`src/rtl/approx_mul_rr_scheduler.sv`:
```
// Round-robin share of one external 8x8 multiplier among NREQ requesters.
// Latency: grant edge to rsp_valid is 2 cycles; at most one op every 2 cycles.
// Backpressure: a held response (rsp_ready=0) closes the grant window, so req_ready stays 0.
module approx_mul_rr_scheduler #(
  parameter int NREQ = 4,
  parameter int IDW  = 2,
  parameter int CNTW = 16
) (
  input  logic              clk,
  input  logic              rst_n,
  input  logic [NREQ-1:0]   req_valid,
  output logic [NREQ-1:0]   req_ready,
  input  logic [8*NREQ-1:0] req_x,
  input  logic [8*NREQ-1:0] req_y,
  output logic [7:0]        mul_x,
  output logic [7:0]        mul_y,
  input  logic [15:0]       mul_z,
  output logic              rsp_valid,
  input  logic              rsp_ready,
  output logic [15:0]       rsp_z,
  output logic [IDW-1:0]    rsp_id,
  output logic              busy,
  output logic [CNTW-1:0]   op_count
);

  localparam int PW = $clog2(NREQ);

  typedef enum logic [1:0] {
    IDLE = 2'd0,
    CALC = 2'd1,
    RESP = 2'd2
  } state_t;

  state_t        state;
  logic [PW-1:0] rr_ptr;
  logic [PW-1:0] id_reg;
  logic [PW-1:0] gnt_idx;
  logic          gnt_any;
  logic          grant_window;
  logic          rsp_hs;
  logic [7:0]    op_x;
  logic [7:0]    op_y;
  logic [7:0]    x_arr [NREQ];
  logic [7:0]    y_arr [NREQ];

  // Unpack the flat operand buses so the winner can be picked by index.
  for (genvar i = 0; i < NREQ; i++) begin : g_unpack
    assign x_arr[i] = req_x[8*i +: 8];
    assign y_arr[i] = req_y[8*i +: 8];
  end

  // A new op may start when nothing is in flight, or in the cycle the held response is taken.
  assign grant_window = (state == IDLE) || ((state == RESP) && rsp_ready);
  assign rsp_hs       = rsp_valid && rsp_ready;

  // Scan requesters starting just after the previous winner; first valid one wins.
  always_comb begin
    logic [PW-1:0] idx;
    req_ready = '0;
    gnt_any   = 1'b0;
    gnt_idx   = '0;
    idx       = '0;
    for (int k = 1; k <= NREQ; k++) begin
      idx = PW'((int'(rr_ptr) + k) % NREQ);
      if (grant_window && !gnt_any && req_valid[idx]) begin
        gnt_any        = 1'b1;
        gnt_idx        = idx;
        req_ready[idx] = 1'b1;
      end
    end
  end

  // Control sequence plus operand capture, result capture and round-robin pointer.
  always_ff @(posedge clk or negedge rst_n) begin
    if (!rst_n) begin
      state     <= IDLE;
      rsp_valid <= 1'b0;
      rsp_z     <= '0;
      rsp_id    <= '0;
      op_x      <= '0;
      op_y      <= '0;
      id_reg    <= '0;
      rr_ptr    <= PW'(NREQ - 1);
    end else begin
      // Operands are sampled only on a grant; otherwise they hold to keep the multiplier quiet.
      if (gnt_any) begin
        op_x   <= x_arr[gnt_idx];
        op_y   <= y_arr[gnt_idx];
        id_reg <= gnt_idx;
        rr_ptr <= gnt_idx;
      end
      case (state)
        IDLE: begin
          if (gnt_any) begin
            state <= CALC;
          end
        end
        CALC: begin
          rsp_z     <= mul_z;
          rsp_id    <= IDW'(id_reg);
          rsp_valid <= 1'b1;
          state     <= RESP;
        end
        RESP: begin
          if (rsp_ready) begin
            rsp_valid <= 1'b0;
            state     <= gnt_any ? CALC : IDLE;
          end
        end
        default: begin
          rsp_valid <= 1'b0;
          state     <= IDLE;
        end
      endcase
    end
  end

  // Completed-response counter; sticks at all-ones instead of wrapping.
  always_ff @(posedge clk or negedge rst_n) begin
    if (!rst_n) begin
      op_count <= '0;
    end else if (rsp_hs && (op_count != {CNTW{1'b1}})) begin
      op_count <= op_count + 1'b1;
    end
  end

  assign mul_x = op_x;
  assign mul_y = op_y;
  assign busy  = (state != IDLE);

endmodule

```
`config.mk`:
```
export PLATFORM = sky130hd
export DESIGN_NAME = approx_mul_rr_scheduler
export DESIGN_NICKNAME = d
export VERILOG_FILES = /design/src/rtl/approx_mul_rr_scheduler.sv
export SDC_FILE = /design/constraint.sdc
export NUM_CORES = 1
export LEC_CHECK = 0
export CAP_MARGIN = 20
export CORE_MARGIN = 5
export CORE_UTILIZATION = 38
export DETAILED_ROUTE_END_ITERATION = 8
export HOLD_SLACK_MARGIN = 0.12
export PLACE_DENSITY = 0.82
export SLEW_MARGIN = 20
export SYNTH_ARGS = -nofsm -noshare
export SYNTH_HDL_FRONTEND = slang
export SYNTH_SLANG_ARGS = --single-unit
```
`constraint.sdc`:
```
create_clock -name clk -period 3 [get_ports clk]
set_clock_uncertainty 0.2 [all_clocks]
set_input_delay 0.6 -clock clk [delete_from_list [all_inputs] [get_ports clk]]
set_output_delay 0.6 -clock clk [all_outputs]
set_load 0.01 [all_outputs]
```
==> flow_metrics.env <==
export IMPL_cts_buffers=9
export IMPL_grt_max_degree=34
export IMPL_p_int_uw=3160
export IMPL_synth_top_area_share_pct=42.7
export IMPL_power_density_nw_per_um2=980
export IMPL_tritoncts="built"
export IMPL_grt_usage_pct=18.9
export IMPL_clock_latency_ns=0.33
export IMPL_synth_distinct_cells=43
export IMPL_syn_to_final_growth_pct=62.7
export IMPL_violations="setup timing"
export IMPL_worstRegToRegCells=10
export IMPL_n_antenna_cell=0
export IMPL_crit_family="flip-flops"
export IMPL_synth_seq_cells=57
export IMPL_grt_pass1_vias=3153
export IMPL_status="complete, but fails checks"
export IMPL_worstMarginPinSlew_ns=0.663
export IMPL_place_hpwl_um=7470
export IMPL_grt_pass1_wl_um=15400
export IMPL_fp_dieW_um=102
export IMPL_rr_startpoint="rr_ptr[0]"
export IMPL_core_um2=8260
export IMPL_place_area_um2=4920
export IMPL_antenna_found_initial=0
export IMPL_syn_area_um2=3220
export IMPL_critical_path_buf_inv_count=2
export IMPL_fp_row_count=33
export IMPL_dieArea_um2=10400
export IMPL_routedWlPerCell_um=17.4
export IMPL_final_util_pct=63.5
export IMPL_synth_most_common_cell="dfrtp_1"
export IMPL_cp_endpoint="req_ready[0]"
export IMPL_io_buffers=142
export IMPL_die_y_um=102
export IMPL_cts_root_buffer="clkbuf_8"
export IMPL_post_route_period_util_pct=107
export IMPL_drcViolationCount=0
export IMPL_viasPerCell=5.14
export IMPL_ys_warn_count=0
export IMPL_ys_top_cells_by_count="55 x dfrtp_1, 36 x mux2i_1, 32 x nand2_1"
export IMPL_clk_pin_slew_worst_paths_ns=0.07
export IMPL_rrSetupSlack_ns=0.21
export IMPL_io_pins=143
export IMPL_switchingPower_uw=1980
export IMPL_setup_viol=4
export IMPL_routabilityCongestion=0.865
export IMPL_pwr_share_seq_pct=25.9
export IMPL_synth_area_per_cell_um2=11.7
export IMPL_globalRouteOverflowTotal=0
export IMPL_synth_cells=276
export IMPL_start_kind="flip-flop"
export IMPL_ctsHtreeMaxLevel=3
export IMPL_hold_class="flip-flop to flip-flop"
export IMPL_initial_core_util_pct=39.0
export IMPL_worstSetupStartpoint="rr_ptr[1]"
export IMPL_peakVddDrop_v=0.000514
export IMPL_fin_ws_ns=-0.202
export IMPL_rsz0062_at_grt="yes"
export IMPL_synth_edf_count=0
export IMPL_final_area_um2=5240
export IMPL_synth_ff_type="dfrtp_1"
export IMPL_slowest_delay_ns=0.56
export IMPL_relSlewSlack_pct=55.7
export IMPL_path_class="flip-flop to output pin"
export IMPL_place_ws_ns=-0.734
export IMPL_min_from="id_reg[1]"
export IMPL_p_sw_share_pct=38.5
export IMPL_clock_path_buffers=2
export IMPL_largest_registers="op_count (16), rsp_z (16)"
export IMPL_combPwrFrac_pct=61.6
export IMPL_drt_first_pass_iters=4
export IMPL_synthTopCellsByArea="dfrtp_1 43%, mux2i_1 11%, mux2_2 8.4%, xnor2_1 3.8%, nand2_1 3.7%"
export IMPL_hold_viol_final=0
export IMPL_arrival_ns=2.40
export IMPL_final_cells=562
export IMPL_fin_nets=547
export IMPL_synth_fp_nets=371
export IMPL_required_ns=2.20
export IMPL_drive_above_1_share_pct=24.1
export IMPL_crit_cells=7
export IMPL_cp_cell_sequence="buf_6, mux4_2, or3_4, a21oi_4, a22oi_1, nand2_1, buf_2"
export IMPL_antenna_left=0
export IMPL_worstPathMaxFanout=4
export IMPL_drt_initial_drc_count=50
export IMPL_via_count=2888
export IMPL_critPathCaptureType="output pin"
export IMPL_timing_max_cap_violations=0
export IMPL_clock_fmax_mhz=312
export IMPL_reg2reg_to="mul_y[2]"
export IMPL_synth_yosys_seq_area_share_pct=44.4
export IMPL_yosysTopAreaCell="dfrtp_1"
export IMPL_synth_async_reset_ratio_pct=100
export IMPL_clkPwrFrac_pct=12.5
export IMPL_p_leak_uw=0.00215
export IMPL_slowest_stage="dfstp_2"
export IMPL_period_minus_slack_ns=3.20
export IMPL_dp_cells=535
export IMPL_clock_sink_count=57
export IMPL_final_max_slew_viol_count=0
export IMPL_routed_wl_um=9800
-- worst min-delay path: cells and delay by family, from the launching register on --
kind             cells  cell delay, ns
flip-flops           1            0.35
AND/OR/NAND/NOR      2            0.10
-- through the flow --
stage               hold WS, ns  power, uW  TNS, ns
floorplan                 0.104       3030        0
global placement          0.253       4260    -2.74
detailed placement        0.264       4370    -3.42
CTS                       0.280       5160   -0.938
global route              0.316       5490    -1.26
finish                    0.279       5140   -0.769
-- what timing repair did --
action                     CTS  global route
hold buffers                 1             0
setup endpoints to repair    4             4
gates resized for setup     37             2
pin swaps                    5             3
buffers inserted             8             2
hold endpoints to repair    24             0
-- cells by family after synthesis --
group / after synthesis / share of synthesized area [%]
xor+xnor: 15 / 4.08
simple gates: 71 / 11.1
fa+ha+maj: 8 / 3.11
compound gates: 43 / 12.4
buf+inv: 20 / 4.04
mux: 62 / 21.0
flops: 57 / 44.4
-- power groups by stage --
stage | Sequential [uW] | Clock [uW] | Combinational (uW)
final | 1330 | 641 | 3170
after global routing | 1380 | 695 | 3420
after CTS | 1330 | 661 | 3160
after detailed placement | 1340 | 0 | 3030
after global placement | 1320 | 0 | 2940
after floorplan | 1450 | 0 | 1580
-- layout by cell type, fill, tap and decap left out, drive strengths merged, types with 5 or more instances in the layout --
cell type	count
mux2	24
nand4	9
clkdlybuf4s50	133
mux2i	36
a22oi	8
xnor2	14
nand2	32
nor3	5
clkbuf	9
o221ai	16
ha	8
nand3	5
dfrtp	55
nor2	7
buf	43
-- per-layer routing --
layer | GRT usage [%] | up-vias | routed length, um
met2 | 34.8 | 78 | 5270
li1 | - | 1373 | -
met5 | 0 | - | 0
met3 | 5.87 | 7 | 723
met4 | 4.84 | 0 | 46
met1 | 21.1 | 1430 | 3760
-- worst min-delay path by stage --
| stage | end | slack, ns | depth (start not counted) |
|---|---|---|---|
| 6_report | id_reg[1] | 0.28 | 2 |
| 5_1_grt | mul_x[1] | 0.32 | 2 |
| 4_1_cts | id_reg[1] | 0.28 | 2 |
| 3_5_place_dp | id_reg[1] | 0.26 | 2 |
| 3_3_place_gp | id_reg[1] | 0.25 | 2 |
| 2_1_floorplan | id_reg[0] | 0.10 | 0 |
-- area by class of cell --
cell class                      count  area (um2)
Clock buffer                        9         124
Clock inverter                      7        57.6
Fill cell                         679        3020
Inverter                            4        15.0
Multi-Input combinational cell    199        1710
Sequential cell                    57        1430
Tap cell                          105         131
Timing Repair Buffer              181        1770
Note: power is estimated with default switching activity, not from simulation.
